<file path="config.mk">
export PLATFORM = sky130hd
export DESIGN_NAME = fetch_stage
export DESIGN_NICKNAME = d
export VERILOG_FILES = /design/src/rtl/hart_pkg.sv /design/src/rtl/fetch_predecode.sv /design/src/rtl/fetch_stage.sv
export SDC_FILE = /design/constraint.sdc
export NUM_CORES = 1
export LEC_CHECK = 0
export CORE_UTILIZATION = 45
export DETAILED_ROUTE_END_ITERATION = 7
export GPL_ROUTABILITY_DRIVEN = 0
export PLACE_DENSITY = 0.89
export SETUP_SLACK_MARGIN = 0.4
export SLEW_MARGIN = 20
export SYNTH_ARGS = -nofsm -noshare
export SYNTH_HDL_FRONTEND = slang
export SYNTH_SLANG_ARGS = --single-unit
</file>
<file path="constraint.sdc">
create_clock -name i_clk -period 2.63 [get_ports i_clk]
set_input_delay 0.3945 -clock i_clk [delete_from_list [all_inputs] [get_ports i_clk]]
set_output_delay 0.3945 -clock i_clk [all_outputs]
set_load 0.01 [all_outputs]
</file>
<file path="src/rtl/hart_pkg.sv">
// Shared definitions for the hart pipeline: instruction constants, the fetch
// FSM encoding and the IF/ID pipeline register layout.
package hart_pkg;

  localparam logic [31:0] NOP_INST   = 32'h0000_0013;  // addi x0, x0, 0
  localparam logic [6:0]  OPC_BRANCH = 7'b1100011;

  typedef enum logic [1:0] {
    BOOT = 2'd0,
    RUN  = 2'd1,
    HALT = 2'd2
  } fetch_state_e;

  typedef struct packed {
    logic        valid;
    logic [31:0] inst;
    logic [31:0] pc;
    logic [31:0] pc4;
    logic        pred_taken;
  } if_id_t;

  localparam if_id_t IF_ID_BUBBLE = '{
    valid:      1'b0,
    inst:       NOP_INST,
    pc:         32'h0,
    pc4:        32'h0,
    pred_taken: 1'b0
  };

  // Fetch only ever issues word-aligned addresses.
  function automatic logic [31:0] align_word(input logic [31:0] addr);
    return {addr[31:2], 2'b00};
  endfunction

endpackage

</file>
<file path="src/rtl/fetch_predecode.sv">
// Combinational predecode for static backward-taken/forward-not-taken prediction:
// spots conditional branches with a negative offset and extracts their B-immediate.
module fetch_predecode
  import hart_pkg::*;
(
  input  logic [31:0] inst,
  output logic        pred_taken,
  output logic [31:0] b_imm
);

  logic is_branch;

  assign is_branch  = (inst[6:0] == OPC_BRANCH);
  // Sign bit of the B-immediate doubles as the "backward" indicator.
  assign pred_taken = is_branch & inst[31];
  assign b_imm      = {{19{inst[31]}}, inst[31], inst[7], inst[30:25], inst[11:8], 1'b0};

  // Register and funct3 fields play no part in the prediction.
  logic unused_fields;
  assign unused_fields = &{1'b0, inst[24:12]};

endmodule

</file>
<file path="src/rtl/fetch_stage.sv">
// Instruction-fetch stage: PC register, next-PC selection, fetch FSM and IF/ID register.
// Define FETCH_BTFN_EN to enable static backward-branch prediction in fetch.
module fetch_stage
  import hart_pkg::*;
#(
  parameter logic [31:0] RESET_ADDR = 32'h0000_0000
) (
  input  logic        i_clk,
  input  logic        i_rst,
  output logic [31:0] o_imem_raddr,
  input  logic [31:0] i_imem_rdata,
  input  logic        i_stall,
  input  logic        i_redirect_valid,
  input  logic [31:0] i_redirect_pc,
  input  logic        i_halt,
  output logic        o_if_valid,
  output logic [31:0] o_if_inst,
  output logic [31:0] o_if_pc,
  output logic [31:0] o_if_pc4,
  output logic        o_if_pred_taken
);

  fetch_state_e state_q, state_d;
  logic [31:0]  pc_q, pc_d;
  if_id_t       if_q, if_d;

  logic [31:0]  seq_pc;
  logic [31:0]  next_pc;
  logic         pred_taken;

  assign seq_pc = pc_q + 32'd4;

`ifdef FETCH_BTFN_EN
  logic [31:0] b_imm;

  fetch_predecode u_predecode (
    .inst       (i_imem_rdata),
    .pred_taken (pred_taken),
    .b_imm      (b_imm)
  );

  // A 2-byte-aligned branch target is squashed to a word address here; execute
  // sees the mismatch against the real target and redirects.
  assign next_pc = align_word(pred_taken ? (pc_q + b_imm) : seq_pc);
`else
  assign pred_taken = 1'b0;
  assign next_pc    = seq_pc;
`endif

  // NOTE: every signal written below gets a default first, so no path leaves
  // it unassigned and no latch is inferred.
  always_comb begin
    state_d = state_q;
    pc_d    = pc_q;
    if_d    = if_q;

    case (state_q)
      BOOT, RUN: begin
        state_d = RUN;
        if (i_halt) begin
          state_d = HALT;
          if_d    = IF_ID_BUBBLE;
        end else if (i_redirect_valid) begin
          pc_d = align_word(i_redirect_pc);
          if_d = IF_ID_BUBBLE;
        end else if (!i_stall) begin
          pc_d = next_pc;
          if_d = '{
            valid:      1'b1,
            inst:       i_imem_rdata,
            pc:         pc_q,
            pc4:        seq_pc,
            pred_taken: pred_taken
          };
        end
      end
      HALT: begin
        if_d = IF_ID_BUBBLE;
      end
      default: begin
        state_d = HALT;
        if_d    = IF_ID_BUBBLE;
      end
    endcase
  end

  // NOTE: state registers use non-blocking assignments so every flop samples
  // the pre-edge value of its neighbours.
  always_ff @(posedge i_clk) begin
    if (i_rst) begin
      state_q <= BOOT;
      pc_q    <= align_word(RESET_ADDR);
      if_q    <= IF_ID_BUBBLE;
    end else begin
      state_q <= state_d;
      pc_q    <= pc_d;
      if_q    <= if_d;
    end
  end

  assign o_imem_raddr    = pc_q;
  assign o_if_valid      = if_q.valid;
  assign o_if_inst       = if_q.inst;
  assign o_if_pc         = if_q.pc;
  assign o_if_pc4        = if_q.pc4;
  assign o_if_pred_taken = if_q.pred_taken;

endmodule

</file>
==> results of run 1 <==
kinds of logic (layout without fill, tap and decap cells):
logic type	after synthesis	in the layout	share of synthesized area [%]
compound gates	128	128	14.3
xor+xnor	27	27	4.31
fa+ha+maj	1	1	0.228
buf+inv	62	252	5.01
flops	124	124	45.2
mux	67	67	12.2
other cells	1	7	0.0683
simple gates	209	209	18.7
worst max-delay path, stage by stage, from the launching register on:
cell	delay [ns]
dfxtp_1	0.46
nand4_2	0.22
nor3_4	0.49
nand3_1	0.26
a2111oi_0	0.45
a211oi_1	0.10
placed cells by master, fill, tap and decap left out, types with 6 or more instances in the layout:
master | Yosys | layout
nand2_1 | 48 | 47
conb_1 | 1 | 7
buf_4 | 9 | 27
clkbuf_16 | 0 | 17
a31oi_1 | 10 | 10
xnor2_1 | 6 | 6
xor2_1 | 21 | 21
and4_1 | 6 | 6
and3_1 | 9 | 9
a21oi_1 | 43 | 43
o21ai_0 | 37 | 36
nor2_1 | 92 | 92
nand3_1 | 19 | 19
dfxtp_1 | 124 | 124
mux2i_1 | 67 | 67
clkdlybuf4s50_1 | 0 | 187
power groups by stage:
stage / sequential, mW / clock, mW / combinational, mW
after floorplan: 2.02 / 0 / 0.244
after global placement: 2.01 / 0 / 0.500
after detailed placement: 2.01 / 0 / 0.512
after CTS: 1.97 / 2.40 / 0.517
after global routing: 1.98 / 2.50 / 0.558
final: 1.97 / 2.37 / 0.519
area by class of cell:
type | count | area [µm²]
fill | 890 | 3510
multi-input combinational | 439 | 2770
sequential | 124 | 2480
timing repair buffer | 216 | 2100
clock buffer | 26 | 499
tap | 143 | 179
clock inverter | 6 | 108
inverter | 4 | 15.0
sequential cells by signal, indices dropped and copies added (netlist names):
register	cells
state_q	1
o_if_pc	30
o_imem_raddr	30
o_if_valid	1
o_if_pc4	30
o_if_inst	32
metal layers:
layer	part of all wire, %	up-vias
li1	-	2535
met2	51	274
met1	38	2511
met5	0	-
met3	8.7	35
met4	2.2	0
worst min-delay path by stage:
stage / end / slack, ns / cells past startpoint / startpoint
floorplan: o_if_pc4[11] / 0.49 / 2 / o_if_pc4[11]
global placement: o_if_valid / 0.43 / 1 / o_if_valid
detailed placement: o_if_valid / 0.44 / 1 / o_if_valid
CTS: o_imem_raddr[27] / 0.36 / 3 / i_redirect_valid
global route: o_if_pc[17] / 0.37 / 3 / i_stall
finish: o_if_pc[17] / 0.38 / 3 / i_stall
what timing repair did:
item | in CTS | in global routing
gates resized for setup | 0 | 1
setup buffers | 0 | 2
setup endpoints to repair | 0 | 8
==> impl_metrics.json, run 1 <==
{
  "vias": 5355,
  "setup_viol": 0,
  "routed_via_density": 5.59,
  "coreArea_um2": 11700,
  "cts.sinks": 124,
  "ys_warn_count": 0,
  "cts_tree": "done",
  "nets": 872,
  "synthCells": 619,
  "drc_errors": 0,
  "grt_overflow": 0,
  "powerDensity_nw_per_um2": 597,
  "max_cap_violations": 0,
  "synthArstFlopShare_pct": 0,
  "start_kind": "flip-flop",
  "cts_made_buffers": 17,
  "ys_ff_latch": 124,
  "use_met3_pct": 7.40,
  "ys_types": 58,
  "yosysSeqAreaShare_pct": 45.2,
  "die-area_um2": 12700,
  "io_buffers": 189,
  "drtIter0Drc": 409,
  "h-tree-depth": 4,
  "dp.cells": 924,
  "power_switching_mw": 1.09,
  "fin_cells": 958,
  "dp_hpwl_um": 11800,
  "synth_edf_count": 0,
  "drive_gt1_share_pct": 8.96,
  "synth_top_cell_by_area": "dfxtp_1",
  "areaGrowthSynthToFinish_pct": 48.4,
  "clock_skew_ns": 0.00576,
  "hold_violations": 0,
  "timing.fmax_ghz": 0.469,
  "worstSetupStartpoint": "o_imem_raddr[16]",
  "cts_root_buf": "clkbuf_16",
  "ys_top_cells_by_area": "dfxtp_1 45%, mux2i_1 12%, nor2_1 6.3%, a21oi_1 3.9%, o21ai_0 3.4%",
  "syn_avg_cell_area_um2": 8.87,
  "grt_setup_unrepaired": "no",
  "slew_headroom_pct": 36.2,
  "use_met2_pct": 46.0,
  "p_total_mw": 4.86,
  "initial_core_util_pct": 47.1,
  "r2r_setup_slack_ns": 0.50,
  "drt_wl_total_um": 16500,
  "swShare_pct": 22.3,
  "required_ns": 2.90,
  "synth_area_um2": 5490,
  "timing.final.crit_share_pct": 81.1,
  "design_area_um2": 8150,
  "grt.total_usage_pct": 26.4,
  "utilization_pct": 69.9,
  "antenna_left": 0,
  "pin_count": 199,
  "fin_hold_ws_ns": 0.384,
  "p_seq_share_pct": 40.5,
  "cts_hold_buf": 0,
  "grt_max_degree": 64,
  "tightest_slew_ns": 0.958,
  "use_met1_pct": 30.0,
  "worstSkewPairLatency_ns": 0.41,
  "synth_ff_type": "dfxtp_1",
  "diodes": 0,
  "worst-path-max-fanout": 8,
  "clockPowerShare_pct": 48.8,
  "die_y_um": 112,
  "fin_ws_ns": 0.498,
  "status": "finished, final reports clean",
  "grt.busiest_layer": "met2",
  "cts_max_path_buffers": 2,
  "arrival_ns": 2.40,
  "path_clk_slew_ns": 0.05,
  "grt_pass1_vias": 5355,
  "slew_viol_final": 0,
  "peakVddDrop_mv": 0.375,
  "antenna_found_initial": 0,
  "first_pass_iters": 5,
  "crit-reg2reg-launch": "o_imem_raddr[16]",
  "path_class": "flip-flop to flip-flop",
  "netlist_top_cells_count": "124 x dfxtp_1, 92 x nor2_1, 67 x mux2i_1",
  "yosysTopAreaCellShare_pct": 45.2,
  "cellLeakagePower_nw": 3.13,
  "rows": 39,
  "grt_pass1_wl_um": 26400,
  "die_w_um": 112,
  "fin_crit_ns": 2.13,
  "end_kind": "flip-flop",
  "detail_route.wl_per_cell_um": 17.2,
  "setup_tns_ns": 0,
  "dpl_cell_area_um2": 7530,
  "internal-power_mw": 3.78,
  "synth.most_common_cell": "dfxtp_1",
  "endpoint": "o_imem_raddr[21]",
  "hp-class": "primary input to flip-flop",
  "dp_slack_ns": 0.473,
  "ff2ff_path_depth": 5,
  "r2r_end": "o_imem_raddr[21]",
  "comb_power_share_pct": 10.7
}
(Power assumes the default switching activity.)
==> run 2: changes to the inputs <==
- CORE_UTILIZATION: 45 -> 41
- PLACE_DENSITY: 0.89 -> 0.85
- clock period: 2.63 -> 1.9 ns (I/O delays scaled with it)
==> run 2 against run 1 <==
Combinational power increased by 57%. Sequential power increased by 38%. First-iteration DRC count decreased by 2.2%. Highest routed layer unchanged.
==> impl_metrics.json, run 2 (synthesis results as in run 1) <==
{
  "max_cap_violations": 0,
  "largest_reg_flops": 32,
  "coreArea_um2": 12800,
  "critPathTopFamily": "simple AND/OR/NAND/NOR gates",
  "status": "finished, final reports clean",
  "drt_wl_total_um": 18100,
  "drive_gt1_share_pct": 22.0,
  "rows": 41,
  "nets": 927,
  "vias": 5598,
  "crit_path_top_delay_cell": "dfxtp_4",
  "grt.total_usage_pct": 25.5,
  "comb_power_share_pct": 12.4,
  "slew_viol_final": 0,
  "end_kind": "flip-flop",
  "critPathBufInv": 1,
  "powerDensity_nw_per_um2": 748,
  "hold_violations": 0,
  "grt_overflow": 0,
  "setup_tns_ns": 0,
  "clock_skew_ns": 0.00866,
  "diodes": 0,
  "drc_errors": 0,
  "tightest_slew_ns": 0.634,
  "areaGrowthSynthToFinish_pct": 60.4,
  "die_w_um": 118,
  "detail_route.wl_per_cell_um": 17.4,
  "io_buffers": 189,
  "cellLeakagePower_nw": 4.00,
  "worstSkewPairLatency_ns": 0.42,
  "crit_cells": 7,
  "path_clk_slew_ns": 0.05,
  "crit-reg2reg-launch": "o_imem_raddr[2]",
  "timing.fmax_ghz": 0.591,
  "multi_input_area_um2": 3090,
  "die-area_um2": 13900,
  "fin_hold_ws_ns": 0.334,
  "h-tree-depth": 4,
  "routed_via_density": 5.37,
  "timing.final.crit_share_pct": 89.0,
  "cpPeakStageDelay_ns": 0.36,
  "worst-path-max-fanout": 8,
  "hp-class": "primary input to flip-flop",
  "pin_count": 199,
  "r2r_setup_slack_ns": 0.21,
  "internal-power_mw": 5.00,
  "peakVddDrop_mv": 0.830,
  "required_ns": 2.24,
  "ff_latch_area_um2": 2530,
  "setup_viol": 0,
  "arrival_ns": 2.03,
  "die_y_um": 118,
  "cts_made_buffers": 17,
  "fin_crit_ns": 1.69,
  "drtIter0Drc": 400,
  "grt_pass1_vias": 5423,
  "r2r_end": "o_imem_raddr[18]",
  "worstSetupStartpoint": "o_imem_raddr[2]",
  "cts_max_path_buffers": 2,
  "grt_max_degree": 38,
  "grt_pass1_wl_um": 27900,
  "design_area_um2": 8810,
  "antenna_left": 0,
  "initial_core_util_pct": 42.8,
  "p_total_mw": 6.59,
  "path_class": "flip-flop to flip-flop",
  "ff2ff_path_depth": 7,
  "swShare_pct": 24.1,
  "cts_root_buf": "clkbuf_16",
  "most-common-layout-cells": "105 x dlygate4sd2_1, 104 x dfxtp_1, 89 x nor2_1, 68 x buf_4, 67 x mux2i_1",
  "dp_hpwl_um": 11700,
  "dpl_cell_area_um2": 7900,
  "antenna_found_initial": 0,
  "slew_headroom_pct": 57.8,
  "first_pass_iters": 5,
  "fillers": 1014,
  "start_kind": "flip-flop",
  "cts.sinks": 124,
  "cts_hold_buf": 0,
  "endpoint": "o_imem_raddr[18]",
  "p_seq_share_pct": 41.1,
  "power_switching_mw": 1.59,
  "clockPowerShare_pct": 46.5,
  "crit_chain": "ha_4, nand4_4, nor4_4, buf_6, nand2_2, or3_1, a31oi_1",
  "grt_setup_unrepaired": "yes",
  "cts_tree": "done",
  "mostFrequentLayoutCell": "dlygate4sd2_1"
}
==> run 2: final cells by class <==
class | count | share of cell area, %
sequential | 124 | 28.7
clock buffer | 23 | 5.20
inverter | 4 | 0.170
timing repair buffer | 271 | 27.3
clock inverter | 9 | 1.08
tap | 172 | 2.44
multi-input combinational | 439 | 35.1
==> run 2: worst min-delay path: stages <==
cell and delay, ns:
buf_2 0.21, nand3_1 0.11, a31oi_1 0.08
==> run 2: worst min-delay path by stage <==
stage,cells past startpoint,endpoint,startpoint,slack (ns)
2_1_floorplan,2,o_if_inst[0],i_imem_rdata[0],0.41
3_3_place_gp,1,o_if_valid,o_if_valid,0.44
3_5_place_dp,2,o_if_pc4[7],o_if_pc4[7],0.45
4_1_cts,3,o_imem_raddr[27],i_redirect_valid,0.30
5_1_grt,3,o_imem_raddr[27],i_redirect_valid,0.35
6_report,3,o_imem_raddr[27],i_redirect_valid,0.33
==> run 2: power by group through the flow <==
stage                     clock network [mW]  registers [mW]  logic [mW]
final                                   3.06            2.71       0.816
after global routing                    3.23            2.71       0.869
after CTS                               3.11            2.71       0.775
after detailed placement                   0            2.76       0.775
after global placement                     0            2.76       0.765
after floorplan                            0            2.80       0.354
==> run 2: layer usage <==
metal	wire length, µm	vias up	track usage, %	part of all wire [%]
met1	7120	2642	30.4	39
li1	-	2646	-	-
met2	9140	278	42.8	50
met3	1420	32	6.59	7.8
met4	426	0	11.9	2.4
met5	0	-	0	0
==> run 2: timing repair <==
action                     4_1_cts  5_1_grt
buffers inserted                21        6
pin swaps                       20       13
gates resized for setup        158       63
setup endpoints to repair      165       65
==> run 2: through the flow <==
step           std cells  util, %  setup WS, ns
2_1_floorplan        625        -         0.209
3_3_place_gp         983     61.6        0.0429
3_5_place_dp         983     61.6       0.00263
4_1_cts             1036     67.0         0.241
5_1_grt             1042     68.7         0.128
6_report            1042     68.7         0.209
==> run 3: changes to the inputs <==
- CORE_MARGIN: unset -> 2
==> run 3 against run 2 <==
Via count rose by 0.20%. Worst setup slack got worse by 0.0095 ns. Critical path depth did not move. Combinational power barely moved. Clock power rose by 12%. Sequential cell count did not move. Sequential share of layout area fell by 0.52 points. Global-route usage fell by 0.63 points. Core utilization fell by 0.64 points. Clock skew fell by 0.0030 ns. Largest power group unchanged.
==> impl_metrics.json, run 3 (synthesis results as in run 1) <==
{
  "crit_path_top_delay_cell": "dfxtp_4",
  "detail_route.wl_per_cell_um": 17.6,
  "start_kind": "flip-flop",
  "initial_core_util_pct": 41.8,
  "arrival_ns": 2.04,
  "most-common-layout-cells": "105 x dfxtp_1, 104 x dlygate4sd2_1, 89 x nor2_1, 75 x buf_4, 67 x mux2i_1",
  "timing.fmax_ghz": 0.588,
  "vias": 5609,
  "tightest_slew_ns": 0.588,
  "comb_power_share_pct": 11.7,
  "drive_gt1_share_pct": 23.7,
  "dp_slack_ns": 0.0210,
  "slew_viol_final": 0,
  "cts_hold_buf": 0,
  "grt_pass1_wl_um": 28100,
  "hold_violations": 0,
  "peakVddDrop_mv": 0.585,
  "ff_latch_area_um2": 2520,
  "worstSkewPairLatency_ns": 0.42,
  "critPathTopFamily": "simple AND/OR/NAND/NOR gates",
  "drtIter0Drc": 348,
  "grt_setup_unrepaired": "yes",
  "drt_wl_total_um": 18500,
  "grt_max_degree": 37,
  "path_class": "flip-flop to flip-flop",
  "clockPowerShare_pct": 49.3,
  "worstSetupStartpoint": "o_imem_raddr[2]",
  "status": "finished, final reports clean",
  "routed_via_density": 5.34,
  "setup_viol": 0,
  "diodes": 0,
  "dp_hpwl_um": 12200,
  "cts_made_buffers": 17,
  "pin_count": 199,
  "grt.total_usage_pct": 24.9,
  "end_kind": "flip-flop",
  "grt_overflow": 0,
  "r2r_end": "o_imem_raddr[18]",
  "fin_crit_ns": 1.70,
  "ff2ff_path_depth": 7,
  "powerDensity_nw_per_um2": 778,
  "timing.final.crit_share_pct": 89.5,
  "io_buffers": 189,
  "required_ns": 2.24,
  "grt_pass1_vias": 5390,
  "crit_chain": "ha_4, nand4_4, nor4_4, buf_6, nand2_4, or3_1, a31oi_1",
  "antenna_found_initial": 0,
  "power_switching_mw": 1.60,
  "fin_ws_ns": 0.199,
  "hp-start": "i_stall",
  "timing.hold.worst_endpoint": "o_if_pc[25]",
  "slew_headroom_pct": 60.8,
  "worst-path-max-fanout": 8,
  "critPathBufInv": 1,
  "clock_skew_ns": 0.00567,
  "p_seq_share_pct": 39.0,
  "drc_errors": 0,
  "cts_tree": "done",
  "coreArea_um2": 13100,
  "cellLeakagePower_nw": 4.09,
  "cpPeakStageDelay_ns": 0.36,
  "h-tree-depth": 4,
  "setup_tns_ns": 0,
  "crit-reg2reg-launch": "o_imem_raddr[2]",
  "multi_input_area_um2": 3150,
  "swShare_pct": 22.9,
  "hp-class": "primary input to flip-flop",
  "die_y_um": 120,
  "cts.sinks": 124,
  "die_w_um": 120,
  "internal-power_mw": 5.36,
  "nets": 931,
  "areaGrowthSynthToFinish_pct": 62.8,
  "max_cap_violations": 0,
  "fillers": 1033,
  "fin_hold_ws_ns": 0.271,
  "r2r_setup_slack_ns": 0.20,
  "cts_root_buf": "clkbuf_16",
  "first_pass_iters": 5,
  "cts_max_path_buffers": 2,
  "whs_path_depth": 3,
  "mostFrequentLayoutCell": "dfxtp_1",
  "path_clk_slew_ns": 0.05,
  "largest_reg_flops": 32,
  "die-area_um2": 14300,
  "utilization_pct": 68.1,
  "antenna_left": 0,
  "rows": 42
}
## run 3: changes by cell type in the layout (fill, tap and decap cells not counted), sizes merged
cell,change
clkbuf,+6
clkinv,-4
buf,+3
bufinv,+2
clkdlybuf4s15,-2
dlygate4sd2,-1
## run 3: what timing repair did
| action | CTS | global route |
|---|---|---|
| cloned | 0 | 0 |
| resized for setup | 159 | 69 |
| setup endpoints to repair | 167 | 68 |
| pin swaps | 21 | 27 |
| setup buffers | 18 | 8 |
## run 3: cell type report
| class | instances | area share (%) |
|---|---|---|
| sequential | 124 | 28.2 |
| clock buffer | 25 | 5.44 |
| multi-input combinational | 439 | 35.2 |
| timing repair buffer | 275 | 27.0 |
| tap | 176 | 2.46 |
| clock inverter | 7 | 1.51 |
| inverter | 4 | 0.168 |
## run 3: per-stage QoR
| stage | total power, mW | cells | area, µm² |
|---|---|---|---|
| final | 6.96 | 1050 | 8940 |
| after global routing | 7.17 | 1050 | 8940 |
| after CTS | 6.93 | 1042 | 8700 |
| after detailed placement | 3.54 | 992 | 7940 |
| after global placement | 3.53 | 992 | 7940 |
| after floorplan | 3.15 | 625 | 5680 |
## run 3: worst min-delay path, stage by stage
cell	delay, ns
buf_4	0.19
mux2i_1	0.10
nor2_1	0.07
## run 3: power groups by stage
stage,registers (mW),clock network (mW),logic [mW]
after CTS,2.71,3.46,0.768
after global routing,2.72,3.58,0.869
after floorplan,2.80,0,0.354
after global placement,2.76,0,0.769
after detailed placement,2.77,0,0.776
final,2.71,3.43,0.813
## run 3: routing by layer
layer / GRT usage (%) / vias up / wire [µm]
met5: 0 / - / 0
met4: 8.60 / 0 / 423
met3: 7.51 / 46 / 1390
met2: 41.8 / 248 / 9330
met1: 30.3 / 2674 / 7310
li1: - / 2641 / -
## run 3: how the worst max path moves through the flow
stage / depth (start not counted) / to
floorplan: 6 / o_imem_raddr[17]
global placement: 6 / o_imem_raddr[30]
detailed placement: 7 / o_imem_raddr[18]
CTS: 7 / o_imem_raddr[30]
global route: 7 / o_imem_raddr[30]
finish: 7 / o_imem_raddr[18]
